`src/rtl/vic_pkg.sv`:
```
// Shared definitions for the VIC-20 video chip register file: register
// indices, reset values and the VIC-to-CPU address translation.
package vic_pkg;

   localparam logic [3:0] REG_HORIG  = 4'h0;
   localparam logic [3:0] REG_VORIG  = 4'h1;
   localparam logic [3:0] REG_COLS   = 4'h2;
   localparam logic [3:0] REG_ROWS   = 4'h3;
   localparam logic [3:0] REG_RASTER = 4'h4;
   localparam logic [3:0] REG_BASE   = 4'h5;
   localparam logic [3:0] REG_LPENX  = 4'h6;
   localparam logic [3:0] REG_LPENY  = 4'h7;
   localparam logic [3:0] REG_POTX   = 4'h8;
   localparam logic [3:0] REG_POTY   = 4'h9;
   localparam logic [3:0] REG_VOICE0 = 4'hA;
   localparam logic [3:0] REG_VOICE1 = 4'hB;
   localparam logic [3:0] REG_VOICE2 = 4'hC;
   localparam logic [3:0] REG_VOICE3 = 4'hD;
   localparam logic [3:0] REG_VOLUME = 4'hE;
   localparam logic [3:0] REG_COLOR  = 4'hF;

   localparam logic [7:0] RST_HORIG  = 8'h0C;
   localparam logic [7:0] RST_VORIG  = 8'h26;
   localparam logic [7:0] RST_COLS   = 8'h96;
   localparam logic [7:0] RST_ROWS   = 8'h2E;
   localparam logic [7:0] RST_BASE   = 8'hF0;
   localparam logic [7:0] RST_COLOR  = 8'h1B;
   localparam logic [7:0] RST_AUDIO  = 8'h00;

   // Frame-buffered video configuration; rows keeps only the 7 stored bits.
   typedef struct packed {
      logic [7:0] horig;
      logic [7:0] vorig;
      logic [7:0] cols;
      logic [6:0] rows;
      logic [7:0] base;
      logic [7:0] color;
   } video_regs_t;

   localparam video_regs_t VIDEO_RST = '{
      horig: RST_HORIG,
      vorig: RST_VORIG,
      cols:  RST_COLS,
      rows:  RST_ROWS[6:0],
      base:  RST_BASE,
      color: RST_COLOR
   };

   function automatic logic is_video_reg(input logic [3:0] a);
      return a inside {REG_HORIG, REG_VORIG, REG_COLS, REG_ROWS, REG_BASE, REG_COLOR};
   endfunction

   // VA13 selects between the block at $0000 (VA13=1) and $8000 (VA13=0).
   function automatic logic [15:0] va_to_cpu(input logic [13:0] va);
      return {~va[13], 2'b00, va[12:0]};
   endfunction

endpackage

```
`src/rtl/vic_regs_if.sv`:
```
// CPU-side register bus of the VIC: select, direction, index and data.
interface vic_regs_if;
   logic       cs;
   logic       we;
   logic [3:0] addr;
   logic [7:0] din;
   logic [7:0] dout;

   modport master (output cs, output we, output addr, output din, input dout);
   modport slave  (input cs, input we, input addr, input din, output dout);
endinterface

```
`src/rtl/vic_frame_commit.sv`:
```
// Decides when shadow video registers are copied to live: at frame start
// with a write pending, or one cycle after each write when unsynchronised.
module vic_frame_commit #(
   parameter bit SYNC_COMMIT = 1'b1
) (
   input  logic       clk,
   input  logic       reset,
   input  logic [7:0] raster_line,
   input  logic       video_wr,
   output logic       load,
   output logic       commit
);

   logic [7:0] prev_raster;
   logic       pending;
   logic       frame_start;

   always_comb begin
      frame_start = (raster_line == 8'd0) && (prev_raster != 8'd0);
      if (SYNC_COMMIT)
         load = frame_start && pending;
      else
         load = pending;
   end

   always_ff @(posedge clk or negedge reset) begin
      if (!reset) begin
         prev_raster <= 8'd0;
         pending     <= 1'b0;
         commit      <= 1'b0;
      end else begin
         prev_raster <= raster_line;
         commit      <= load;
         // A write on the commit edge stays pending for the next frame.
         if (load)
            pending <= video_wr;
         else if (video_wr)
            pending <= 1'b1;
      end
   end

endmodule

```
`src/rtl/vic_regs.sv`:
```
// VIC-20 register file ($9000-$900F): shadow/live video registers,
// unbuffered audio registers, registered read port and address outputs.
module vic_regs
   import vic_pkg::*;
#(
   parameter bit SYNC_COMMIT = 1'b1
) (
   input  logic        clk,
   input  logic        reset,
   vic_regs_if.slave   bus,
   input  logic [7:0]  raster_line,
   input  logic [7:0]  pot_x,
   input  logic [7:0]  pot_y,
   input  logic [7:0]  lpen_x,
   input  logic [7:0]  lpen_y,
   output logic [15:0] screen_addr,
   output logic [15:0] char_rom_addr,
   output logic [15:0] color_ram_addr,
   output logic [2:0]  border_color,
   output logic [3:0]  back_color,
   output logic [3:0]  aux_color,
   output logic        inverted,
   output logic        chars8x16,
   output logic        interlace,
   output logic [6:0]  xorigin,
   output logic [7:0]  yorigin,
   output logic [6:0]  rows,
   output logic [6:0]  cols,
   output logic [7:0]  voice0,
   output logic [7:0]  voice1,
   output logic [7:0]  voice2,
   output logic [7:0]  voice3,
   output logic [3:0]  volume,
   output logic        commit
);

   video_regs_t shadow;
   video_regs_t live;
   logic [7:0]  audio_ctl;
   logic [7:0]  rd_data;
   logic        bus_wr;
   logic        bus_rd;
   logic        video_wr;
   logic        load;

   assign bus_wr   = bus.cs && bus.we;
   assign bus_rd   = bus.cs && !bus.we;
   assign video_wr = bus_wr && is_video_reg(bus.addr);

   vic_frame_commit #(.SYNC_COMMIT(SYNC_COMMIT)) u_commit (
      .clk         (clk),
      .reset       (reset),
      .raster_line (raster_line),
      .video_wr    (video_wr),
      .load        (load),
      .commit      (commit)
   );

   always_ff @(posedge clk or negedge reset) begin
      if (!reset) begin
         shadow <= VIDEO_RST;
      end else if (video_wr) begin
         case (bus.addr)
            REG_HORIG: shadow.horig <= bus.din;
            REG_VORIG: shadow.vorig <= bus.din;
            REG_COLS:  shadow.cols  <= bus.din;
            REG_ROWS:  shadow.rows  <= bus.din[6:0];
            REG_BASE:  shadow.base  <= bus.din;
            REG_COLOR: shadow.color <= bus.din;
            default: ;
         endcase
      end
   end

   // NOTE: non-blocking assignment means live samples shadow as it was before
   // this edge, so a write landing on the commit edge waits for the next frame.
   always_ff @(posedge clk or negedge reset) begin
      if (!reset)
         live <= VIDEO_RST;
      else if (load)
         live <= shadow;
   end

   always_ff @(posedge clk or negedge reset) begin
      if (!reset) begin
         voice0    <= RST_AUDIO;
         voice1    <= RST_AUDIO;
         voice2    <= RST_AUDIO;
         voice3    <= RST_AUDIO;
         audio_ctl <= RST_AUDIO;
      end else if (bus_wr) begin
         case (bus.addr)
            REG_VOICE0: voice0    <= bus.din;
            REG_VOICE1: voice1    <= bus.din;
            REG_VOICE2: voice2    <= bus.din;
            REG_VOICE3: voice3    <= bus.din;
            REG_VOLUME: audio_ctl <= bus.din;
            default: ;
         endcase
      end
   end

   // NOTE: rd_data gets a default before the case so no path leaves it
   // unassigned, which would otherwise infer a latch.
   always_comb begin
      rd_data = 8'h00;
      case (bus.addr)
         REG_HORIG:  rd_data = shadow.horig;
         REG_VORIG:  rd_data = shadow.vorig;
         REG_COLS:   rd_data = shadow.cols;
         REG_ROWS:   rd_data = {1'b0, shadow.rows};
         REG_RASTER: rd_data = raster_line;
         REG_BASE:   rd_data = shadow.base;
         REG_LPENX:  rd_data = lpen_x;
         REG_LPENY:  rd_data = lpen_y;
         REG_POTX:   rd_data = pot_x;
         REG_POTY:   rd_data = pot_y;
         REG_VOICE0: rd_data = voice0;
         REG_VOICE1: rd_data = voice1;
         REG_VOICE2: rd_data = voice2;
         REG_VOICE3: rd_data = voice3;
         REG_VOLUME: rd_data = audio_ctl;
         REG_COLOR:  rd_data = shadow.color;
         default:    rd_data = 8'h00;
      endcase
   end

   always_ff @(posedge clk or negedge reset) begin
      if (!reset)
         bus.dout <= 8'h00;
      else if (bus_rd)
         bus.dout <= rd_data;
   end

   assign interlace      = live.horig[7];
   assign xorigin        = live.horig[6:0];
   assign yorigin        = live.vorig;
   assign cols           = live.cols[6:0];
   assign rows           = {1'b0, live.rows[6:1]};
   assign chars8x16      = live.rows[0];
   assign back_color     = live.color[7:4];
   assign inverted       = live.color[3];
   assign border_color   = live.color[2:0];
   assign aux_color      = audio_ctl[7:4];
   assign volume         = audio_ctl[3:0];

   // live.cols[7] is VA9 for both screen memory and colour RAM.
   assign screen_addr    = va_to_cpu({live.base[7:4], live.cols[7], 9'b0});
   assign char_rom_addr  = va_to_cpu({live.base[3:0], 10'b0});
   assign color_ram_addr = 16'h9400 | {6'b0, live.cols[7], 9'b0};

endmodule
```
`src/flat_wrapper.sv`:
```
// flat-port wrapper written by rule: the top's interface ports become plain ports
module vic_regs_flat import vic_pkg::*;
#(
   parameter bit SYNC_COMMIT = 1'b1
)
  (clk, reset, raster_line, pot_x, pot_y, lpen_x, lpen_y, screen_addr, char_rom_addr, color_ram_addr, border_color, back_color, aux_color, inverted, chars8x16, interlace, xorigin, yorigin, rows, cols, voice0, voice1, voice2, voice3, volume, commit, bus_cs, bus_we, bus_addr, bus_din, bus_dout);
  vic_regs_if bus_i ();
  input  logic clk;
  input  logic reset;
  input  logic [7:0] raster_line;
  input  logic [7:0] pot_x;
  input  logic [7:0] pot_y;
  input  logic [7:0] lpen_x;
  input  logic [7:0] lpen_y;
  output logic [15:0] screen_addr;
  output logic [15:0] char_rom_addr;
  output logic [15:0] color_ram_addr;
  output logic [2:0] border_color;
  output logic [3:0] back_color;
  output logic [3:0] aux_color;
  output logic inverted;
  output logic chars8x16;
  output logic interlace;
  output logic [6:0] xorigin;
  output logic [7:0] yorigin;
  output logic [6:0] rows;
  output logic [6:0] cols;
  output logic [7:0] voice0;
  output logic [7:0] voice1;
  output logic [7:0] voice2;
  output logic [7:0] voice3;
  output logic [3:0] volume;
  output logic commit;
  input wire logic [$bits(bus_i.cs)-1:0] bus_cs;
  input wire logic [$bits(bus_i.we)-1:0] bus_we;
  input wire logic [$bits(bus_i.addr)-1:0] bus_addr;
  input wire logic [$bits(bus_i.din)-1:0] bus_din;
  output wire logic [$bits(bus_i.dout)-1:0] bus_dout;
  assign bus_i.cs = bus_cs;
  assign bus_i.we = bus_we;
  assign bus_i.addr = bus_addr;
  assign bus_i.din = bus_din;
  assign bus_dout = bus_i.dout;
  vic_regs #(.SYNC_COMMIT(SYNC_COMMIT)) u_core (.clk(clk), .reset(reset), .bus(bus_i), .raster_line(raster_line), .pot_x(pot_x), .pot_y(pot_y), .lpen_x(lpen_x), .lpen_y(lpen_y), .screen_addr(screen_addr), .char_rom_addr(char_rom_addr), .color_ram_addr(color_ram_addr), .border_color(border_color), .back_color(back_color), .aux_color(aux_color), .inverted(inverted), .chars8x16(chars8x16), .interlace(interlace), .xorigin(xorigin), .yorigin(yorigin), .rows(rows), .cols(cols), .voice0(voice0), .voice1(voice1), .voice2(voice2), .voice3(voice3), .volume(volume), .commit(commit));
endmodule
```
`config.mk`:
```
export PLATFORM = sky130hd
export DESIGN_NAME = vic_regs_flat
export DESIGN_NICKNAME = d
export VERILOG_FILES = /design/src/rtl/vic_pkg.sv /design/src/rtl/vic_regs_if.sv /design/src/rtl/vic_frame_commit.sv /design/src/rtl/vic_regs.sv /design/src/flat_wrapper.sv
export SDC_FILE = /design/constraint.sdc
export NUM_CORES = 1
export LEC_CHECK = 0
export CORE_MARGIN = 4
export CORE_UTILIZATION = 44
export DETAILED_ROUTE_END_ITERATION = 8
export DONT_BUFFER_PORTS = 1
export PLACE_DENSITY = 0.7
export SYNTH_ARGS = -nofsm -noshare
export SYNTH_HDL_FRONTEND = slang
export SYNTH_SLANG_ARGS = --single-unit
```
`constraint.sdc`:
```
create_clock -name clk -period 1.7 [get_ports clk]
set_input_delay 0.34 -clock clk [delete_from_list [all_inputs] [get_ports clk]]
set_output_delay 0.34 -clock clk [all_outputs]
set_load 0.01 [all_outputs]
```
==> results of run 1 <==
-- area by class of cell --
type                            count  area (µm²)  area share, %
Clock buffer                       25         495           5.90
Sequential cell                   152        3860           45.9
Timing Repair Buffer               33         350           4.17
Multi-Input combinational cell    396        3250           38.8
Tap cell                          225         282           3.35
Clock inverter                      7        70.1          0.834
Inverter                           24        90.1           1.07
-- worst max path at each step --
stage | start | slack (ps) | cells past startpoint | endpoint
after floorplan | raster_line[3] | -190 | 6 | u_core.cols[0]
after global placement | raster_line[3] | -280 | 5 | u_core.chars8x16
after detailed placement | raster_line[3] | -310 | 5 | u_core.chars8x16
after CTS | u_core.u_commit.prev_raster[1] | -50 | 5 | u_core.xorigin[0]
after global routing | u_core.u_commit.prev_raster[1] | -80 | 6 | u_core.cols[5]
final | u_core.u_commit.prev_raster[1] | -50 | 5 | u_core.cols[4]
-- power groups by stage --
stage                     logic [mW]  registers (mW)  clock network (mW)
after CTS                      0.947            4.84                3.65
final                          0.956            4.84                3.59
after detailed placement       0.922            4.89                   0
after global routing            1.04            4.91                3.85
after global placement         0.881            4.86                   0
after floorplan                0.968            4.64                   0
-- placed cells by master (no fill, tap or decap), types with 4 or more instances in the layout --
cell / instances
o21ai_0: 13
o22ai_1: 16
a2111oi_0: 5
nand4_1: 8
dfrtp_1: 110
clkbuf_8: 4
or4bb_1: 15
nor2_1: 6
a31oi_1: 8
o211ai_1: 6
buf_4: 20
clkbuf_16: 17
nor2b_1: 6
conb_1: 39
dlygate4sd3_1: 8
mux2_4: 22
a22o_1: 8
dfstp_2: 42
inv_1: 23
nand2_1: 24
a21oi_1: 21
nand3b_1: 29
mux2_2: 100
a211oi_1: 5
clkbuf_1: 4
and3_1: 8
nor4_1: 8
mux2i_1: 4
clkinvlp_4: 4
nand4b_1: 7
-- sequential cells by signal (all words and copies together), names as in the netlist --
signal / count
u_core.live: 2
u_core.voice2: 8
u_core.voice0: 8
u_core.interlace: 1
u_core.char_rom_addr: 3
u_core.chars8x16: 1
u_core.bus.dout: 8
u_core.u_commit.prev_raster: 8
u_core.u_commit.commit: 1
u_core.back_color: 4
u_core.border_color: 3
u_core.shadow: 47
u_core.cols: 7
u_core.voice1: 8
u_core.audio_ctl: 8
u_core.inverted: 1
u_core.rows: 6
u_core.u_commit.pending: 1
u_core.color_ram_addr: 1
u_core.voice3: 8
u_core.yorigin: 8
u_core.xorigin: 7
u_core.screen_addr: 3
-- kinds of logic (layout without fill, tap and decap cells) --
kind of cell | after synthesis | after routing
DFF | 152 | 152
AOI/OAI and AO/OA | 95 | 95
other | 2 | 39
and+or+nand+nor | 134 | 134
muxes | 128 | 128
buffers and inverters | 152 | 89
-- per-layer routing --
layer,global-route usage (%),vias to the layer above
li1,-,2197
met1,27.7,2666
met2,35.0,307
met3,9.03,66
met4,10.1,0
met5,0,-
-- through the flow --
stage | worst slack, ps | area, µm² | TNS (ps) | power (mW)
2_1_floorplan | -189 | 7990 | -4260 | 5.61
3_3_place_gp | -282 | 7620 | -11070 | 5.74
3_5_place_dp | -311 | 7620 | -12320 | 5.82
4_1_cts | -48.9 | 8400 | -1190 | 9.43
5_1_grt | -80.6 | 8400 | -2360 | 9.80
6_report | -48.8 | 8400 | -1080 | 9.38
-- what timing repair did --
| action | in CTS | in global routing |
|---|---|---|
| endpoints found under the setup margin | 39 | 48 |
| hold endpoints to repair | 160 | 152 |
| resized for setup | 4 | 5 |
| setup buffers | 3 | 0 |
| gates cloned | 3 | 0 |
| pin swaps | 1 | 0 |
==> impl_metrics.ini, run 1 <==
[synth]
yosysMostFrequentCell = dfrtp_1
synth_commonest_cells = dfrtp_1 (110), mux2_2 (103), buf_4 (82)
ys_types = 51
ys_top_cells_by_area = dfrtp_1 (35%), mux2_2 (15%), dfstp_2 (14%)
yosys.area.top_type_share_pct = 35.2
ys_warn_count = 0
netlist_area_um2 = 7830
synth_ff_type = dfrtp_1
yosysSeqAreaShare_pct = 49.3
synth_top_family_by_area = multiplexers
async_flop_share_pct = 100
synth_mux_area_share_pct = 19.3
synth-edff-count = 0
synth_top_area_cell = dfrtp_1
synth_xor_area_share_pct = 0
syn_inst = 663
synth-adder-area-share_pct = 0
yosys_register_bits = 152
synth_compound_area_share_pct = 8.07
synthSimpleGateAreaFrac_pct = 11.7
synth_area_per_cell_um2 = 11.8

[pwr]
seqPwrFrac_pct = 51.6
p_sw_mw = 2.46
power.leakage_nw = 3.68
pwr-share-comb_pct = 10.2
p_per_area_nw_per_um2 = 1120
power.internal_mw = 6.93
clock_power_share_pct = 38.2
power_switching_share_pct = 26.2
vdd_drop_max_v = 0.000750

[routing]
wl_met1_mm = 8.51
wl_met3_mm = 2.53
vias_per_cell = 6.07
post_drt_wl_per_cell_um = 26.2
num_vias = 5236
top_layer = met4
antenna_left = 0
drc = 0
dr_wl_met2_mm = 10.5
firstDrtPassIters = 5
drt_iter0_drc = 395
wirelength_mm = 22.6

[global_route]
grt_max_degree = 153
gr-total-overflow = 0
first_global_vias = 5325
grt_usage_pct = 22.5
grt_pass1_wl_mm = 33.8
antenna_found_initial = 0

[setup_path]
crit_required_ps = 2040
start_kind = flop
regToRegStartpoint = u_core.u_commit.prev_raster[1]
critPathKind = reg -> reg
cp_max_fo = 9
reg2reg_depth = 5
r2r_setup_slack_ps = -50
slowest_delay_ps = 370
crit_chain = nor4_2 > a211oi_2 > nand2_4 > bufbuf_16 > mux2_4
path_delay_family = simple AND/OR/NAND/NOR gates
cpMaxStageDelayCell = dfrtp_1
cp.arrival_ps = 2090
worstSetupEndpointType = flop
worst-path-buf-inv = 1
worstReg2RegEnd = u_core.cols[4]

[clock_tree]
clk_pin_slew_ps = 60
numClockSinks = 152
clk_latency_ps = 420
cts_tree = yes
postCtsHoldBufs = 8
cts_buffers = 17
cts_buffer_depth = 2
h-tree-depth = 4
root_buffer = clkbuf_16

[cells_and_area]
fin_cells = 862
fillCellCount = 1544
areaGrowthSynthToFinish_pct = 7.31
fin_nets = 680
final_layout_size_suffix_gt1_share_pct = 36.1
num_antenna_cells = 0
fin_util_pct = 48.4

[floorplan]
boundaryPins = 192
fp-row-count = 48
core_um2 = 17400
dieArea_um2 = 20000
die_x_um = 141
die_h_um = 141
start_util_pct = 45.1

[sta]
setup_viol = 35
whs_ps = -376
fin_crit_ps = 1750
fin_skew_ps = 10.7
rsz0062_at_grt = yes
layout_setup_ws_ps = -48.8
hold_viol = 152
timing.slew.headroom_pct = 39.5
max_freq_mhz = 572
tightest_slew_ps = 906
final_max_slew_viol_count = 0
min_period_over_period_pct = 103

[run_status]
outcome = finished, violations left
violations = negative hold slack, negative setup slack

[min_path]
min_path_type = in -> async

[placed_design]
portBuffers = 0
dp_cells = 817
dp_hpwl_mm = 15.8
place_congestion = 0.899

[flow_run]
maxCapViolations = 0
No activity file was read; power rests on OpenSTA's default activity.
==> inputs of run 2 (changes only) <==
--- a/config.mk
+++ b/config.mk
@@ -5,6 +5,7 @@
 export SDC_FILE = /design/constraint.sdc
 export NUM_CORES = 1
 export LEC_CHECK = 0
+export CAP_MARGIN = 10
 export CORE_MARGIN = 4
 export CORE_UTILIZATION = 44
 export DETAILED_ROUTE_END_ITERATION = 8
==> results of run 2 <==
No change in the layout: final DEF, timing and power equal those of run 1.
